===== config.mk =====
export PLATFORM = sky130hd
export DESIGN_NAME = scan_decoder
export DESIGN_NICKNAME = d
export VERILOG_FILES = /design/src/rtl/scan_decoder_pkg.sv /design/src/rtl/scan_decoder_onehot_dec.sv /design/src/rtl/scan_decoder.sv
export SDC_FILE = /design/constraint.sdc
export NUM_CORES = 1
export LEC_CHECK = 0
export ABC_AREA = 1
export CAP_MARGIN = 20
export CORE_AREA = 10 10 47 49
export CTS_BUF_LIST = sky130_fd_sc_hd__clkbuf_2
export DETAILED_ROUTE_END_ITERATION = 10
export DIE_AREA = 0 0 57 59
export PLACE_DENSITY = 0.73
export SYNTH_ARGS = -nofsm -noshare
export SYNTH_HDL_FRONTEND = slang
export SYNTH_HIERARCHICAL = 1
export SYNTH_SLANG_ARGS = --single-unit

===== constraint.sdc =====
create_clock -name clk -period 1.7 [get_ports clk]
set_input_delay 0.51 -clock clk [delete_from_list [all_inputs] [get_ports clk]]
set_output_delay 0.51 -clock clk [all_outputs]
set_load 0.02 [all_outputs]

===== src/rtl/scan_decoder_pkg.sv =====
// ---------------------------------------------------------------------------
// scan_decoder_pkg
// Shared types and constants for the scan_decoder block.
//   state_e     : controller states (IDLE, DIRECT, SCAN)
//   MODE_DIRECT : value of the mode input that selects direct decoding
//   MODE_SCAN   : value of the mode input that selects autonomous scanning
// ---------------------------------------------------------------------------
package scan_decoder_pkg;

   typedef enum logic [1:0] {
      IDLE   = 2'd0,
      DIRECT = 2'd1,
      SCAN   = 2'd2
   } state_e;

   localparam logic MODE_DIRECT = 1'b0;
   localparam logic MODE_SCAN   = 1'b1;

endpackage : scan_decoder_pkg


===== src/rtl/scan_decoder_onehot_dec.sv =====
// ---------------------------------------------------------------------------
// onehot_dec
// Purely combinational N-to-2^N one-hot decoder.
//   idx : input  [N-1:0]      binary index
//   y   : output [2^N-1:0]    one-hot value with bit idx set
// ---------------------------------------------------------------------------
module onehot_dec #(
   parameter int N = 2
) (
   input  logic [N-1:0]      idx,
   output logic [(1<<N)-1:0] y
);

   // NOTE: every variable written in an always_comb gets a default first,
   // so no path through the block can leave it unassigned and infer a latch.
   always_comb begin
      y      = '0;
      y[idx] = 1'b1;
   end

endmodule : onehot_dec


===== src/rtl/scan_decoder.sv =====
// ---------------------------------------------------------------------------
// scan_decoder
// Registered N-to-2^N one-hot decoder with two modes: direct decode of a
// presented select value, or an autonomous scan that walks the one-hot
// output across all lines, holding each one for DWELL cycles.
//   clk       : input           rising-edge clock
//   rst       : input           asynchronous reset, active-high
//   en        : input           block enable; 0 forces IDLE
//   mode      : input           0 = direct decode, 1 = scan
//   sel       : input  [N-1:0]  select value for direct mode
//   sel_valid : input           sel is presented this cycle (direct mode)
//   y         : output [2^N-1:0] registered one-hot output (or all-zero)
//   y_valid   : output          y is meaningful this cycle
//   scan_idx  : output [N-1:0]  index of the asserted line in scan mode
//   wrap      : output          one-cycle pulse when scan_idx wraps to 0
// ---------------------------------------------------------------------------
module scan_decoder
   import scan_decoder_pkg::*;
#(
   parameter  int N     = 2,
   parameter  int DWELL = 4,
   localparam int DW    = $clog2(DWELL + 1)
) (
   input  logic              clk,
   input  logic              rst,
   input  logic              en,
   input  logic              mode,
   input  logic [N-1:0]      sel,
   input  logic              sel_valid,
   output logic [(1<<N)-1:0] y,
   output logic              y_valid,
   output logic [N-1:0]      scan_idx,
   output logic              wrap
);

   localparam int          NW         = 1 << N;
   localparam logic [DW-1:0] DWELL_LAST = DW'(DWELL - 1);
   localparam logic [N-1:0]  IDX_LAST   = {N{1'b1}};

   state_e          state_q, state_d;
   logic [NW-1:0]   y_q, y_d;
   logic            y_valid_q, y_valid_d;
   logic [N-1:0]    scan_idx_q, scan_idx_d;
   logic [DW-1:0]   dwell_q, dwell_d;
   logic            wrap_q, wrap_d;

   logic [N-1:0]    dec_in;
   logic [NW-1:0]   dec_y;

   // Next state and scan counters. Everything is derived from the state we
   // are about to enter, so the registered outputs line up with that state.
   always_comb begin
      state_d    = IDLE;
      scan_idx_d = '0;
      dwell_d    = '0;
      wrap_d     = 1'b0;

      if (en) begin
         state_d = (mode == MODE_SCAN) ? SCAN : DIRECT;
      end

      // Only a continuing scan advances; entering SCAN starts from index 0.
      if (state_d == SCAN && state_q == SCAN) begin
         if (dwell_q == DWELL_LAST) begin
            scan_idx_d = scan_idx_q + 1'b1;
            wrap_d     = (scan_idx_q == IDX_LAST);
         end else begin
            scan_idx_d = scan_idx_q;
            dwell_d    = dwell_q + 1'b1;
         end
      end
   end

   // A single decoder serves both modes: scan index while scanning, else sel.
   assign dec_in = (state_d == SCAN) ? scan_idx_d : sel;

   onehot_dec #(.N(N)) u_dec (
      .idx (dec_in),
      .y   (dec_y)
   );

   always_comb begin
      y_d       = '0;
      y_valid_d = 1'b0;

      unique case (state_d)
         DIRECT: begin
            if (sel_valid) begin
               y_d       = dec_y;
               y_valid_d = 1'b1;
            end else if (state_q == DIRECT) begin
               // Hold the last accepted value; a fresh entry shows zero.
               y_d = y_q;
            end
         end
         SCAN: begin
            y_d       = dec_y;
            y_valid_d = 1'b1;
         end
         default: ;
      endcase
   end

   // NOTE: sequential state uses non-blocking assignments only, so every flop
   // samples the pre-edge values regardless of statement order.
   always_ff @(posedge clk or posedge rst) begin
      if (rst) begin
         state_q    <= IDLE;
         y_q        <= '0;
         y_valid_q  <= 1'b0;
         scan_idx_q <= '0;
         dwell_q    <= '0;
         wrap_q     <= 1'b0;
      end else begin
         state_q    <= state_d;
         y_q        <= y_d;
         y_valid_q  <= y_valid_d;
         scan_idx_q <= scan_idx_d;
         dwell_q    <= dwell_d;
         wrap_q     <= wrap_d;
      end
   end

   assign y        = y_q;
   assign y_valid  = y_valid_q;
   assign scan_idx = scan_idx_q;
   assign wrap     = wrap_q;

endmodule : scan_decoder


==> impl_results.md, run 1 <==
* Status: finished clean
* Most frequent cells in the layout: nand2_1 (23), inv_1 (16), dfrtp_1 (13), nor2_1 (9)
* Post-CTS Resized at 8
* FMAX at 656 MHz
* CP startpoint kind: flop
* TritonCTS Buffers at 3
* Post-synthesis cell count at 73
* Arr. time, crit path at 1.02 ns
* Most common cell after layout, fill and taps aside: nand2_1
* Worst skew pair latency at around 0.27 ns
* Final setup margin at between 0.15 and 0.2 ns
* Pre-antenna DRT Iters at 4
* Tightest Pin Transition at 0.486 ns
* Footprint of the multi-input gates at 203 um2
* DR vias at just under 500
* Pre-CTS WS at -0.0815 ns
* Crit path cell chain: dlygate4sd2_1
* Initial DRC count at 5
* Slowest-stage cell, CP: dfrtp_1
* Worst Clk Skew at between 0.008 and 0.009 ns
* Hpwl dp at 865 um
* Crit path time final at approximately 1.5 ns
* Final WL at 1060 um
* Layout cells sized above 1 at 0.105
* CTS clk-pin slew, worst paths at 0.11 ns
* VDD IR max at 0.320 mV
* Layout area overhead at 34.0%
* Final Hold Fails at 0
* CTS Sinks at 13
* Synthesized flop and latch total at 13
* Library cells used by synthesis at 8
* Clock Path Buffers at 2
* Synthesized cell area at 588 um2
* GRT Util Overall at 0.0694
* Core Footprint at 1400 um2
* Avg Cell Area, Syn at around 8.1 um2
* Post-synthesis sequential area ratio at 0.553
* Root buffer cell: clkbuf_2
* Power Density at 698 nW/um2
* Lkg Pwr at roughly 0.5 nW
* Synth warn at 6
* Mapped Nets at 82
* Unrepaired setup endpoints after global routing: false
* Sequential cell area at 325 um2
* Crit path required time at 1.19 ns
* Setup Fix Bufs, Post-CTS at 0
* Layout Nets at between 100 and 150
* Largest net degree at the start of global routing at 14
* Max-slew violations at 0
* Ant. Diodes at 0
* Number of placed I/O pins at 15
* Gpl congestion at 0.808
* Final worst path period share at 0.897
* First-pass GRT wire length at 1870 um
* Worst Hold Class: reg -> reg
* Overflow after GRT at 0
* Die width at 57 um
* H-tree depth at 1
* Die Height at 59 um
* Hold_buf cts at 0
* I/O Buffers at 14
* Cell Rows at 14
* Vias in the first global route at 480
* Antenna violations before repair at 0
* Initial core utilization at 0.420
* Maxcap violations at 0
* Rel. slew slack at 0.675
* Antenna-violating nets left at 0
* Worst path top cell family by delay: flip-flops
* Endpoints failing setup at 0
* # fillers at around 150
* WP buf/inv at 1
* Crit end category: output port
* TritonCTS clock tree: built
* DRC errors left at 0
* Vias per std cell at between 4 and 5
* Die ar. at approximately 3400 um2
* CP Class: reg -> out
* Wirelength per Cell at 9.58 um
* Peak fanout along the critical path at 4
* CP max stage delay at between 0.4 and 0.5 ns
* Pwr Total at 0.000550 W
## final cells by class
| type | count | share of cell area |
|---|---|---|
| clock buffers | 4 | 0.0254 |
| inverters | 16 | 0.0762 |
| multi-input cells | 44 | 0.257 |
| flip-flops and latches | 13 | 0.413 |
| well taps | 16 | 0.0254 |
| repair buffers | 18 | 0.203 |
## cell families (layout without fill, tap and decap cells)
family / count (synthesis) / in the layout / synth area share
fa+ha+maj: 2 / 2 / 0.0425
buf+inv: 16 / 38 / 0.102
simple gates: 42 / 42 / 0.302
flops: 13 / 13 / 0.553
## cells in the mapped netlist, drive strengths merged
cell	number	area share
dfrtp	13	0.55
ha	2	0.043
inv	16	0.10
nand2	24	0.16
nand3	8	0.068
nor2	10	0.077
## where the power goes
group | internal (W) | switching, W | total, W
sequential | 0.000318 | 0.00000362 | 0.000322
clock | 0.0000624 | 0.0000950 | 0.000157
combinational | 0.0000307 | 0.0000401 | 0.0000708
## layer usage
metal	vias up	part of all wire	track usage
met5	-	0	0
met1	214	0.45	0.0744
li1	260	-	-
met4	0	0.024	0.0503
met2	11	0.46	0.110
met3	5	0.064	0.0258
## registers in the layout, summed over array words and instances, names as in the netlist
signal    count
dwell_q       3
scan_idx      2
state_q       2
wrap          1
y             4
y_valid       1
## stage by stage
step | instance area (um2) | std cells | utilization | setup TNS [ns] | hold WS, ns
2_1_floorplan | 588 | 73 | - | 0 | 0.387
3_3_place_gp | 778 | 107 | 0.555 | -0.124 | 0.418
3_5_place_dp | 778 | 107 | 0.555 | -0.239 | 0.437
4_1_cts | 788 | 111 | 0.563 | 0 | 0.453
5_1_grt | 788 | 111 | 0.563 | 0 | 0.460
6_report | 788 | 111 | 0.563 | 0 | 0.442
## worst paths after layout
path | depth (start not counted) | start | to | slack (ns)
worst max-delay path | 1 | scan_idx[0] | scan_idx[0] | 0.17
worst max register to register | 9 | dwell_q[0] | y[3] | 0.29
worst min register to register | 1 | dwell_q[0] | dwell_q[0] | 0.44
worst min-delay path | 1 | dwell_q[0] | dwell_q[0] | 0.44
max in group asynchronous | 2 | rst | scan_idx[1] | 0.82
min in group asynchronous | 2 | rst | y[1] | 0.54
Note: power is estimated with default switching activity, not from simulation.
==> inputs of run 2 (changes only) <==
Settings changed: CELL_PAD_IN_SITES_DETAIL_PLACEMENT from default to 2, CELL_PAD_IN_SITES_GLOBAL_PLACEMENT from default to 2, CORE_AREA 10 10 47 49 to default, CORE_ASPECT_RATIO from default to 0.9, CORE_MARGIN from default to 10, CORE_UTILIZATION from default to 27, DIE_AREA 0 0 57 59 to default, PLACE_DENSITY 0.73 to default, PLACE_DENSITY_LB_ADDON from default to 0.1.
==> run 2 against run 1 <==
Net effect:
- global-route usage rose by 0.36 points
- sequential share of layout area fell by 0.20 points
- via count rose by 4.5%
- clock skew barely moved
- final area rose by 0.48%
- register-to-register slack got worse by 0.04 ns
- clock power rose by 6%
- clock-buffer cell count did not move
- critical path depth rose by 8
- sequential power barely moved
- combinational power rose by 3%
- worst hold slack improved by 0.0018 ns
- highest routed layer unchanged
==> impl_results.md, run 2 (synthesized netlist as in run 1, its figures left out) <==
* Met2 Use GR at 0.120 (+0.00979)
* Rel. slew slack at 0.655 (-0.0201)
* Wirelength per Cell at 12.8 um (+34%)
* TritonCTS clock tree: built
* Antenna violations before repair at 0 (unchanged)
* VDD IR max at 0.296 mV (-7.5%)
* FMAX at 640 MHz (-2.5%)
* Worst Clk Skew at 0.00866 ns (-0.000266 ns)
* Die ar. at 4450 um2 (+32%)
* Vias in the first global route at 570 (+19%)
* Tightest Pin Transition at 0.517 ns (+0.0301 ns)
* Most common cell after layout, fill and taps aside: nand2_1
* Root buffer cell: clkbuf_2
* H-tree depth at 1 (unchanged)
* Crit path time final at 1.56 ns (+0.0385 ns)
* Endpoints failing setup at 0 (unchanged)
* Status: finished clean
* Antenna-violating nets left at 0 (unchanged)
* Largest net degree at the start of global routing at 14 (unchanged)
* Max FFs per register at 4 (unchanged)
* Most frequent cells in the layout: nand2_1 (23), inv_1 (16), dfrtp_1 (13), nor2_1 (9)
* Crit path required time at 1.93 ns (+0.74 ns)
* First-pass GRT wire length at 2620 um (+40%)
* Core Footprint at 1990 um2 (+42%)
* Unrepaired setup endpoints after global routing: false
* Initial DRC count at 22 (+17)
* Worst Hold Class: reg -> reg
* DR vias at 512 (+4.5%)
* CTS Sinks at 13 (unchanged)
* Arr. time, crit path at 1.79 ns (+0.77 ns)
* Final Hold Fails at 0 (unchanged)
* Grt peak-use layer: met2
* Clock Path Buffers at 2 (unchanged)
* Layout cells sized above 1 at 0.0957 (-0.00952)
* TNS Setup at 0 ns (unchanged)
* Gpl congestion at 0.655 (-19%)
* CP Class: in -> reg
* CTS clk-pin slew, worst paths at 0.13 ns (+0.02 ns)
* Power Density at 708 nW/um2 (+1.5%)
* Initial core utilization at 0.296 (-0.124)
* Hpwl dp at 1240 um (+44%)
* Cell Rows at 15 (+1)
* Number of placed I/O pins at 15 (unchanged)
* DRC errors left at 0 (unchanged)
* Overflow after GRT at 0 (unchanged)
* Crit end category: flop
* Pre-antenna DRT Iters at 4 (unchanged)
* TritonCTS Buffers at 3 (unchanged)
* Die Height at 64.3 um (+8.9%)
* Lkg Pwr at 0.485 nW (-0.98%)
* M3 GR Usage at 0.0417 (+0.0159)
* Final worst path period share at 0.920 (+0.0227)
* Die width at 69.2 um (+21%)
* I/O Buffers at 14 (unchanged)
* Layout area overhead at 34.7%
* Ant. Diodes at 0 (unchanged)
* Maxcap violations at 0 (unchanged)
* Worst skew pair latency at 0.28 ns (about the same)
* Vias per std cell at 4.30 (-2.5%)
* Final Hold Slack at 0.443 ns (+0.00180 ns)
* Final WL at 1520 um (+43%)
* Max-slew violations at 0 (unchanged)
* Met1 Use GR at 0.0780 (+0.00360)
* CP startpoint kind: input pin
* Peak fanout along the critical path at 4 (unchanged)
* GRT Util Overall at 0.0730 (+0.00359)
* Setup Fix Bufs, Post-CTS at 0 (unchanged)
* Layout Nets at 104 (-0.95%)
run 2: metal layers:
metal	part of all wire	vias up
li1	-	254
met1	0.45	246
met2	0.48	10
met3	0.060	2
met4	0.0079	0
met5	0	-
run 2: worst paths after layout:
kind,startpoint,cells past startpoint,slack (ns),endpoint
hold reg to reg,dwell_q[0],1,0.44,dwell_q[0]
min in group asynchronous,rst,2,0.55,y[0]
setup / recovery,en,9,0.14,y[2]
setup reg to reg,dwell_q[0],9,0.25,y[2]
hold / removal,dwell_q[0],1,0.44,dwell_q[0]
max in group asynchronous,rst,2,0.80,dwell_q[2]
run 2: report_power, final:
part	internal (W)	total (W)	switching [W]	leakage (nW)
Sequential	0.000319	0.000322	0.00000385	0.175
Clock	0.0000624	0.000166	0.000103	0.0166
Combinational	0.0000293	0.0000728	0.0000435	0.293
Total	0.000410	0.000561	0.000151	0.485
run 2: stage by stage:
step / power [W] / instances / area (um2) / util / setup WS [ns]
floorplan: 0.000366 / 73 / 588 / - / 0.346
global placement: 0.000406 / 115 / 782 / 0.393 / -0.119
detailed placement: 0.000407 / 115 / 782 / 0.393 / -0.137
CTS: 0.000573 / 119 / 792 / 0.398 / 0.113
global route: 0.000594 / 119 / 792 / 0.398 / 0.0412
finish: 0.000561 / 119 / 792 / 0.398 / 0.136
run 2: layout make-up:
| cell class | instances | area (um2) |
|---|---|---|
| Clock buffer | 4 | 20.0 |
| Fill cell | 253 | 1200 |
| Inverter | 16 | 60.1 |
| Multi-Input combinational cell | 44 | 203 |
| Sequential cell | 13 | 325 |
| Tap cell | 25 | 31.3 |
| Timing Repair Buffer | 17 | 153 |
run 2: critical path, stage by stage:
cell and delay (ns):
clkdlybuf4s50_1 0.52, nand2_2 0.09, nor2_4 0.12, nand3_1 0.11, nand2_1 0.15, inv_1 0.06
nor2_1 0.10, nand2_1 0.07, nand2_1 0.06
run 2: repair_timing:
item                                    CTS  global route
endpoints found under the setup margin    8             0
hold endpoints to repair                  0             0
hold buffers                              0             0
gates resized for setup                   8             0
